[config.mk]
export PLATFORM = sky130hd
export DESIGN_NAME = mdu
export DESIGN_NICKNAME = d
export VERILOG_FILES = /design/src/rtl/mdu.sv
export SDC_FILE = /design/constraint.sdc
export NUM_CORES = 1
export LEC_CHECK = 0
export CAP_MARGIN = 20
export CORE_UTILIZATION = 45
export DETAILED_ROUTE_END_ITERATION = 16
export PLACE_DENSITY_LB_ADDON = 0.05
export RECOVER_POWER = 100
export SYNTH_ARGS = -nofsm -noshare
export SYNTH_HDL_FRONTEND = slang
export SYNTH_SLANG_ARGS = --single-unit
[constraint.sdc]
create_clock -name clk -period 3.74 [get_ports clk]
set_clock_uncertainty 0.1 [all_clocks]
set_input_delay 0.561 -clock clk [delete_from_list [all_inputs] [get_ports clk]]
set_output_delay 0.561 -clock clk [all_outputs]
set_load 0.01 [all_outputs]
[src/rtl/mdu.sv]
// Iterative MIPS multiply/divide unit holding the architectural HI/LO registers.
// Shift-add multiply and restoring divide, one bit per cycle, with a sign-fix stage.
module mdu #(
    parameter int XLEN = 32,
    parameter int ITER = 32
) (
    input  logic            clk,
    input  logic            rst,
    input  logic            start,
    input  logic [2:0]      op,
    input  logic [XLEN-1:0] in1,
    input  logic [XLEN-1:0] in2,
    input  logic            flush,
    output logic            busy,
    output logic            done,
    output logic [XLEN-1:0] hi,
    output logic [XLEN-1:0] lo
);

    typedef enum logic [1:0] {IDLE, CALC, FIX} state_t;
    localparam int CW = $clog2(ITER + 1);

    state_t              state, state_nx;
    logic [CW-1:0]       cnt;
    logic [2*XLEN-1:0]   acc, acc_nx;
    logic [XLEN-1:0]     opnd, dvd_raw;
    logic                is_div, neg_q, neg_r, dz;

    logic                accept, mt_wr, sgn, a_neg, b_neg, last;
    logic [XLEN-1:0]     a_mag, b_mag;
    logic [XLEN:0]       mul_sum, rem_sh;
    logic [XLEN-1:0]     diff;
    logic                ge;
    logic [2*XLEN-1:0]   prod;
    logic [XLEN-1:0]     quo, rem, res_hi, res_lo;

    // flush in IDLE also swallows a same-cycle start, including MTHI/MTLO
    assign accept = (state == IDLE) && start && !op[2] && !flush;
    assign mt_wr  = (state == IDLE) && start && (op[2:1] == 2'b10) && !flush;
    assign sgn    = !op[0];
    assign a_neg  = sgn && in1[XLEN-1];
    assign b_neg  = sgn && in2[XLEN-1];
    assign a_mag  = a_neg ? -in1 : in1;
    assign b_mag  = b_neg ? -in2 : in2;
    assign last   = (cnt == CW'(ITER - 1));

    // One iteration: multiply adds opnd into the upper half then shifts right;
    // divide shifts left into a 33-bit partial remainder and trial-subtracts.
    always_comb begin
        mul_sum = {1'b0, acc[2*XLEN-1:XLEN]} + {1'b0, opnd};
        rem_sh  = acc[2*XLEN-1:XLEN-1];
        ge      = (rem_sh >= {1'b0, opnd});
        diff    = rem_sh[XLEN-1:0] - opnd;
        if (is_div)
            acc_nx = ge ? {diff, acc[XLEN-2:0], 1'b1}
                        : {rem_sh[XLEN-1:0], acc[XLEN-2:0], 1'b0};
        else
            acc_nx = acc[0] ? {mul_sum, acc[XLEN-1:1]} : {1'b0, acc[2*XLEN-1:1]};
    end

    always_comb begin
        prod = neg_q ? -acc : acc;
        quo  = neg_q ? -acc[XLEN-1:0] : acc[XLEN-1:0];
        rem  = neg_r ? -acc[2*XLEN-1:XLEN] : acc[2*XLEN-1:XLEN];
        if (!is_div) begin
            res_hi = prod[2*XLEN-1:XLEN];
            res_lo = prod[XLEN-1:0];
        end else if (dz) begin
            res_hi = dvd_raw;
            res_lo = '1;
        end else begin
            res_hi = rem;
            res_lo = quo;
        end
    end

    always_ff @(posedge clk) begin
        if (rst) state <= IDLE;
        else     state <= state_nx;
    end

    always_comb begin
        state_nx = state;
        case (state)
            IDLE:    if (accept) state_nx = CALC;
            CALC:    if (flush) state_nx = IDLE;
                     else if (last) state_nx = FIX;
            FIX:     state_nx = IDLE;
            default: state_nx = IDLE;
        endcase
    end

    always_comb begin
        busy = (state != IDLE);
    end

    always_ff @(posedge clk) begin
        if (rst) begin
            hi      <= '0;
            lo      <= '0;
            done    <= 1'b0;
            cnt     <= '0;
            acc     <= '0;
            opnd    <= '0;
            dvd_raw <= '0;
            is_div  <= 1'b0;
            neg_q   <= 1'b0;
            neg_r   <= 1'b0;
            dz      <= 1'b0;
        end else begin
            done <= 1'b0;
            case (state)
                IDLE: begin
                    if (accept) begin
                        // multiply: acc low = multiplier, opnd = multiplicand
                        // divide:   acc low = dividend,   opnd = divisor
                        acc     <= {{XLEN{1'b0}}, op[1] ? a_mag : b_mag};
                        opnd    <= op[1] ? b_mag : a_mag;
                        is_div  <= op[1];
                        neg_q   <= a_neg ^ b_neg;
                        neg_r   <= op[1] && a_neg;
                        dz      <= op[1] && (in2 == '0);
                        dvd_raw <= in1;
                        cnt     <= '0;
                    end else if (mt_wr) begin
                        if (op[0]) lo <= in1;
                        else       hi <= in1;
                    end
                end
                CALC: begin
                    if (!flush) begin
                        acc <= acc_nx;
                        cnt <= cnt + 1'b1;
                    end
                end
                FIX: begin
                    if (!flush) begin
                        hi   <= res_hi;
                        lo   <= res_lo;
                        done <= 1'b1;
                    end
                end
                default: ;
            endcase
        end
    end

endmodule

# Word level (Yosys, flattened, before mapping)
# Cells that the tools add are included.
[op_classes] addsub=8 mul=0 div=0 n_lt_le_gt_ge=1 n_eq_ne=12 shifts=0 mux=35 bitwise=2 reduce_logical=23
[op_table] op="two-way mux 32 bit" n=18
[op_table] op="two-way mux 64 bit" n=6
[op_table] op="negator 32 bit" n=4
[op_table] op="one-hot mux 32 bit (2 select lines)" n=2
[op_table] op="one-hot mux 64 bit (2 select lines)" n=1
[op_table] op="negator 64 bit" n=1
[op_table] op="adder 32 x 32 -> 33 bit" n=1
[op_table] op="greater-or-equal comparator 33 x 32 -> 1 bit" n=1
[op_table] op="zero test 32 bit" n=1
[op_table] op="subtractor 32 bit" n=1
[op_table] op="inequality test 2 bit (second input constant)" n=7
[op_table] op="two-way mux 6 bit" n=2
[op_table] op="one-hot mux 6 bit (2 select lines)" n=1
[op_table] op="AND reduction 5 bit" n=2
[op_table] op="logical AND 1 bit" n=9
[op_table] op="adder 6 x 1 -> 6 bit (second input constant)" n=1
[op_table] op="== test 6 x 5 -> 1 bit (second input constant)" n=1
[op_table] op="two-way mux 2 bit" n=3
[op_table] op="nonzero test 2 bit" n=3
[op_table] op="== test 2 bit (second input constant)" n=2
[op_table] op="one-hot mux 2 bit (2 select lines)" n=1
[op_table] op="AND reduction 2 bit" n=2
[op_table] op="zero test 1 bit" n=3
[op_table] op="inequality test 3 bit (second input constant)" n=1
[op_table] op="7 further kinds" n=7
[totals] reg_bits=205 latch_bits=0 ram_bits=0 mem_bits_ro=0 input_bits=71 out_inout_bits=66 word_cells=93 mem_count=0

# Longest topological paths before layout
# Gate-level depths: netlist of run 1.
[logic_depth] ltp_word=7 mapped_depth=13 ltp_nobuf=13

# Worst setup path before layout of run 1
# No wires, ideal clock.
[synth_timing] kind="register to register" startpoint="register acc[31]" endpoint="register acc[60]" setup_time_ns=0.087 arrival_time_ns=3.286 required_ns=3.553 path_slack_ns=0.267 path_stages_with_launch=14 n_path_buf=0 period_less_slack_ns=3.473 path_cell_list="dfxtp_1 > inv_1 > ha_1 > inv_1 > fa_1 > a211o_1 > a2111oi_0 > o22ai_1 > o41ai_1 > nor4_1 > or3_1 > xor2_1 > a21oi_1 > o31ai_1"
[synth_between] elab_chain_len=5 elab_cells_between_ends=6 cone_classes="add/sub (1); order compare (1); mux (4)"
[synth_rtl] item="start: declaration" line="25" rtl="logic [2*XLEN-1:0] acc, acc_nx;"
[synth_rtl] item="start signal: assignment" line="117" rtl="acc <= {{XLEN{1'b0}}, op[1] ? a_mag : b_mag};"
[synth_rtl] item="start signal: assignment" line="132" rtl="acc <= acc_nx;"
[synth_rtl] item="subtractor 32 bit / greater-or-equal comparator 33 x 32 -> 1 bit (equally long branches)" line="53, 52"
[synth_rtl] item="two-way mux 64 bit *" line="55" rtl="acc_nx = ge ? {diff, acc[XLEN-2:0], 1'b1}"
[synth_rtl] item="two-way mux 64 bit *" line="54" rtl="if (is_div)"
[synth_rtl] item="two-way mux 64 bit *" line="131" rtl="if (!flush) begin"
[synth_rtl] item="one-hot mux 64 bit (2 select lines) *" line="112" rtl="case (state)"
# Mark *: on every way between the ends. The rest lies on a longest branch, timed or not. The select of a mux whose other input is x is not followed.
# A chain may end at the register's enable or synchronous reset.

# Worst setup path after layout of run 1
# Ends and elaborated chain as after synthesis.

==> impl_metrics.csv, run 1 <==
group,metric,value,unit
power,ir_drop,281,uV
grt,gr-usage-met3,0.0722,
grt,use_met2,0.594,
yosys,ys_types,79,
cts,cts_buffers,27,
grt,use_met1,0.495,
finish,area_delta_synth_final,21.9,%
cts,ctsHoldBuffers,0,
placed_design,placed_cell_area,19900,sq um
yosys,yosys.area.top_type,"dfxtp_1",
sta,drv_slew,0,
cts,cts_tree,"built",
yosys,ys_top_cells_by_area,"dfxtp_1 24%, a21oi_1 7.8%, nand2_1 6.6%, xnor2_1 6.6%, ha_1 5.1%",
yosys,synth_nets,2502,
grt,gr-usage-all-layers,0.381,
finish,nets,2677,
yosys,netlist_instances,2360,
yosys,yosys_warnings,0,
grt,grt_pass1_vias,18000,
setup_path,r2r-end,"acc[60]$_SDFFE_PP0P_",
floorplanning,fp.dieH,196,um
finish,fillCellCount,3586,
floorplanning,dieArea,38500,sq um
placed_design,placement.io_buffers,136,
grt,grt_first_pass_wirelength,111000,um
sta,setup-violations-final,0,
sta,whs,282,ps
placed_design,dp.cells,3009,
setup_path,critPathMaxStageDelay,430,ps
finish,final_area,20700,sq um
route,avgRoutedWirePerCell,24.3,um
sta,slew_headroom,0.179,
setup_path,critPathArrivalTime,3940,ps
floorplanning,ios,137,
power,power,6.77,mW
sta,finalHoldViolCount,0,
grt,overflow,0,
setup_path,path_delay_family,"compound AO/OA/AOI/OAI gates",
power,power_density,327,nW/um^2
setup_path,cp_num_buf_inv,4,
setup_path,rr_startpoint,"acc[31]$_SDFFE_PP0P_",
route,route.detailed.drc,0,
cts,clockRootBuffer,"clkbuf_16",
setup_path,cp-endpoint,"acc[60]$_SDFFE_PP0P_",
sta,worst_pin_slew,1230,ps
setup_path,r2r_cells,15,
finish,drive_gt1_frac,0.106,
setup_path,crit_type,"reg2reg",
sta,rsz0062_at_grt,"no",
floorplanning,initial_utilization,0.460,
grt,grt_antenna_before_repair,1,
sta,period_share,0.951,
setup_path,required,4120,ps
route,vias,19100,
setup_path,critPathMaxFanout,3,
floorplanning,die_x,196,um
sta,min_period,3560,ps
placed_design,place_congestion,0.985,
yosys,yosysSeqAreaShare,0.242,
status,outcome,"finished, final reports clean",
yosys,synth.avg_cell_area,7.19,sq um
power,p_leak,7.98,nW
cts,cts.path.max_buffers,3,
setup_path,end_kind,"flip-flop",
setup_path,rrSetupSlack,180,ps
finish,finalNonFillerCells,3059,
setup_path,path_cells,"inv_1, ha_1, inv_1, fa_1, a211o_1, a2111oi_2, buf_4, o22ai_1, o41ai_1, buf_4, nor4_1, or3_1, xor2_1, a21oi_1, o31ai_1",
floorplanning,rows,70,
route,postRouteAntennaNets,0,
route,avgViaCountPerCell,6.24,
cts,clkTransAtPathRegs,60,ps
cts,cts_max_level,1,
yosys,synth-seq-cells,205,
placed_design,hpwl,57000,um
yosys,async_reset_ff_frac,0,
route,dr.first_iter.drc_count,1857,
run,maxCapViolations,0,
yosys,synth_edf_count,0,
setup_path,path_depth,15,
yosys,synth_flop_cell,"dfxtp_1",
worst_hold_path,hp-class,"in2reg",
route,finalWirelength,74400,um
grt,grt_busiest_layer,"met2",
grt,grt_max_degree,138,
yosys,syn_area,17000,sq um
route,first_pass_iters,5,
setup_path,crit_path_start,"acc[31]$_SDFFE_PP0P_",
cts,cts_sinks,205,
sta,fmax,0.281,GHz
setup_path,slowest_stage,"fa_1",
yosys,synth_top_area_frac,0.242,
setup_path,start_kind,"flip-flop",
cts,clk_latency,580,ps
floorplanning,fp.coreArea,36900,sq um
## through the flow
stage	setup WS (ps)	setup TNS, ps	util
floorplan	267	0	-
global placement	-66.2	-66.2	0.538
detailed placement	-122	-223	0.539
CTS	142	0	0.563
global route	0.0986	0	0.561
finish	183	0	0.561
## timing repair
| item | CTS | global route |
|---|---|---|
| endpoints found under the setup margin | 0 | 6 |
| gates resized for setup | 0 | 5 |
| setup buffers | 0 | 0 |
## Yosys cell counts, types with 21 or more instances
cell type	instances
nor4_1	28
a211oi_1	64
nand3_1	40
o31ai_1	31
nand2b_1	21
clkbuf_1	173
ha_1	69
nor2_1	200
inv_1	72
o21ai_0	172
o211ai_1	53
nor3_1	50
mux2i_1	67
xor2_1	64
nand2_1	298
a21oi_1	264
dfxtp_1	205
o221ai_1	27
a21o_1	23
xnor2_1	127
## cells in the final DEF (no fill, tap or decap), types with 67 or more instances in the layout
master / count
a21oi_1: 263
buf_4: 172
dfxtp_1: 201
dlygate4sd3_1: 71
ha_1: 69
inv_1: 72
mux2i_1: 67
nand2_1: 298
nor2_1: 200
o21ai_0: 174
xnor2_1: 127
## logic make-up after synthesis
kind of cell / share of synthesized area
flops: 0.242
compound gates: 0.300
fa+ha+maj: 0.0532
buf+inv: 0.0619
xor+xnor: 0.0986
mux: 0.0442
simple gates: 0.200
## worst reg2reg max path: stages, from the launching register on
cell,delay [ps]
dfxtp_1,310
inv_1,80
ha_1,200
inv_1,70
fa_1,430
a211o_1,310
a2111oi_2,360
buf_4,190
o22ai_1,80
o41ai_1,320
buf_4,200
nor4_1,50
or3_1,320
xor2_1,150
a21oi_1,90
o31ai_1,230
## flip-flops by register name (all words and copies together), names as in the netlist
| name | flops |
|---|---|
| cnt | 6 |
| dvd_raw | 32 |
| neg_q | 1 |
| state | 2 |
| opnd | 32 |
| acc | 64 |
| is_div | 1 |
| done | 1 |
| dz | 1 |
| lo | 32 |
| hi | 32 |
| neg_r | 1 |
## worst min path at each step
| stage | from | to | slack [ps] | depth (start not counted) |
|---|---|---|---|---|
| 2_1_floorplan | cnt[5]$_SDFFE_PP0P_ | state[1]$_SDFFE_PP0P_ | 330 | 1 |
| 3_3_place_gp | dvd_raw[29]$_SDFFE_PP0P_ | dvd_raw[29]$_SDFFE_PP0P_ | 340 | 2 |
| 3_5_place_dp | lo[17]$_SDFFE_PP0P_ | lo[17]$_SDFFE_PP0P_ | 340 | 2 |
| 4_1_cts | rst | opnd[22]$_SDFFE_PP0P_ | 250 | 2 |
| 5_1_grt | rst | opnd[22]$_SDFFE_PP0P_ | 270 | 2 |
| 6_report | rst | opnd[25]$_SDFFE_PP0P_ | 280 | 2 |
## power by group
part,switching (mW),leakage (nW),internal (mW)
sequential,0.0815,1.66,2.25
clock,1.09,0.448,1.61
combinational,1.05,5.86,0.688
total,2.22,7.98,4.55
## final cells by class
cell class                 instances  area [sq um]  area share
clock inverter                     8          97.6     0.00472
sequential                       205          4110       0.199
timing repair buffer             346          2940       0.142
antenna                            2          5.00    0.000242
tap                              504           631      0.0305
multi-input combinational       1883         11800       0.572
inverter                          72           270      0.0131
clock buffer                      39           801      0.0387
## routing by layer
| metal | wire length [um] | vias to the layer above | share of wire |
|---|---|---|---|
| met5 | 0 | - | 0 |
| met4 | 4650 | 0 | 0.063 |
| met3 | 6190 | 206 | 0.083 |
| met2 | 32400 | 862 | 0.44 |
| met1 | 31200 | 9074 | 0.42 |
| li1 | - | 8935 | - |
(Power assumes the default switching activity.)
==> run 2, diff against run 1 <==
--- a/config.mk
+++ b/config.mk
@@ -8,6 +8,7 @@
 export CAP_MARGIN = 20
 export CORE_UTILIZATION = 45
 export DETAILED_ROUTE_END_ITERATION = 16
+export GPL_ROUTABILITY_DRIVEN = 0
 export PLACE_DENSITY_LB_ADDON = 0.05
 export RECOVER_POWER = 100
 export SYNTH_ARGS = -nofsm -noshare
==> impl_metrics.csv, run 2 (synthesis gave the netlist of run 1 again) <==
group,metric,value,unit
status,outcome,"complete, but fails checks",
status,violations,"max-capacitance violations, max-slew violations",
setup_path,r2r-end,"hi[18]$_SDFFE_PP0P_",
sta,fmax,0.269,GHz
setup_path,crit_type,"reg2reg",
route,finalWirelength,73300,um
floorplanning,ios,137,
floorplanning,fp.dieH,196,um
power,switching_share,0.332,
setup_path,critPathArrivalTime,4030,ps
run,maxCapViolations,1,
sta,period_share,0.993,
floorplanning,fp.coreArea,36900,sq um
worst_hold_path,hold_depth,2,
route,dr.first_iter.drc_count,2254,
route,avgViaCountPerCell,6.26,
setup_path,rrSetupSlack,30,ps
placed_design,placed_cell_area,20000,sq um
sta,min_period,3710,ps
sta,worst_pin_slew,1590,ps
finish,multiInputGateArea,11800,sq um
route,avgRoutedWirePerCell,23.9,um
finish,area_delta_synth_final,21.6,%
setup_path,r2r_cells,8,
cts,ctsHoldBuffers,0,
cts,clkTransAtPathRegs,60,ps
finish,final_cell_mix,"298 x nand2_1, 264 x a21oi_1, 203 x dfxtp_1, 200 x nor2_1, 186 x buf_4",
finish,regArea,4110,sq um
floorplanning,initial_utilization,0.460,
grt,grt_max_degree,82,
grt,grt_antenna_before_repair,2,
route,postRouteAntennaNets,0,
finish,final_area,20600,sq um
floorplanning,dieArea,38500,sq um
placed_design,hpwl,56300,um
setup_path,cp-endpoint,"hi[18]$_SDFFE_PP0P_",
sta,setup-violations-final,0,
setup_path,critPathMaxFanout,9,
route,route.detailed.drc,0,
finish,final_util,0.560,
cts,clk_latency,550,ps
setup_path,path_cells,"or4_1, or3_1, or4_1, or4_4, o21ai_0, xnor2_1, o21ai_0, a21oi_1",
setup_path,start_kind,"flip-flop",
grt,gr-usage-all-layers,0.372,
grt,grt_first_pass_wirelength,109000,um
route,first_pass_iters,6,
power,pwr-share-clk,0.379,
finish,largest_reg_flops,64,
floorplanning,rows,70,
setup_path,rr_startpoint,"acc[11]$_SDFFE_PP0P_",
worst_hold_path,hp-class,"reg2reg",
power,p_int,4.41,mW
power,p_sw,2.19,mW
grt,grt_pass1_vias,18100,
setup_path,path_depth,8,
setup_path,slowest_stage,"or4_1",
cts,cts_tree,"built",
setup_path,end_kind,"flip-flop",
setup_path,path_delay_family,"simple AND/OR/NAND/NOR gates",
sta,finalHoldViolCount,0,
power,pwr-share-comb,0.270,
cts,clockRootBuffer,"clkbuf_16",
cts,cts_setup_buffers,0,
setup_path,critPathMaxStageDelay,720,ps
finish,fillCellCount,3659,
finish,nets,2691,
finish,drive_gt1_frac,0.106,
cts,cts_sinks,205,
floorplanning,die_x,196,um
sta,slew_headroom,-0.0627,
cts,cts_buffers,25,
setup_path,crit_path_start,"acc[11]$_SDFFE_PP0P_",
cts,cts_max_level,1,
placed_design,placement.io_buffers,136,
grt,overflow,0,
power,pwr-share-seq,0.352,
power,p_leak,7.96,nW
sta,drv_slew,31,
route,vias,19200,
finish,diodes,0,
cts,cts-resized-gates,0,
power,power_density,320,nW/um^2
finish,regMostFlops,"acc",
finish,layout_commonest_cell,"nand2_1",
setup_path,required,4060,ps
setup_path,cp_num_buf_inv,0,
power,ir_drop,488,uV
cts,cts.path.max_buffers,3,
run 2: worst min path at each step:
stage	startpoint	endpoint	slack, ps
after floorplan	cnt[5]$_SDFFE_PP0P_	state[1]$_SDFFE_PP0P_	330
after global placement	dvd_raw[20]$_SDFFE_PP0P_	dvd_raw[20]$_SDFFE_PP0P_	340
after detailed placement	dvd_raw[1]$_SDFFE_PP0P_	dvd_raw[1]$_SDFFE_PP0P_	350
after CTS	dvd_raw[1]$_SDFFE_PP0P_	dvd_raw[1]$_SDFFE_PP0P_	350
after global routing	lo[21]$_SDFFE_PP0P_	lo[21]$_SDFFE_PP0P_	360
final	lo[21]$_SDFFE_PP0P_	lo[21]$_SDFFE_PP0P_	350
run 2: routing by layer:
layer / GRT usage / wire, um / share of wire
met5: 0 / 11 / 0.00015
met4: 0.176 / 4020 / 0.055
met3: 0.0698 / 6860 / 0.094
met2: 0.606 / 33000 / 0.45
met1: 0.473 / 29400 / 0.40
run 2: through the flow:
stage | hold WS (ps) | instances | setup slack (ps) | power (mW) | setup TNS, ps
after floorplan | 330 | 2360 | 267 | 3.33 | 0
after global placement | 342 | 3026 | -126 | 4.11 | -177
after detailed placement | 347 | 3026 | -110 | 4.13 | -380
after CTS | 355 | 3070 | 87.9 | 6.61 | 0
after global routing | 364 | 3070 | -8.52 | 6.81 | -8.52
final | 349 | 3070 | 27.4 | 6.60 | 0
run 2: worst register-to-register path, delay by kind of cell, from the launching register on:
kind	cells	cell delay (ps)
XOR/XNOR	1	90
flip-flops	1	340
AND/OR/NAND/NOR	4	2390
AO/OA/AOI/OAI	3	680
run 2: cell type report:
class                   count  area share
multi-input cells        1883       0.573
flip-flops and latches    205       0.199
repair buffers            362       0.145
clock buffers              34      0.0344
well taps                 504      0.0306
inverters                  72      0.0131
clock inverters            10     0.00497
run 2: power by group through the flow:
stage / logic [mW] / registers, mW / clock network [mW]
final: 1.78 / 2.32 / 2.50
after global routing: 1.89 / 2.33 / 2.60
after CTS: 1.77 / 2.32 / 2.52
after detailed placement: 1.76 / 2.37 / 0
after global placement: 1.75 / 2.37 / 0
after floorplan: 0.991 / 2.34 / 0
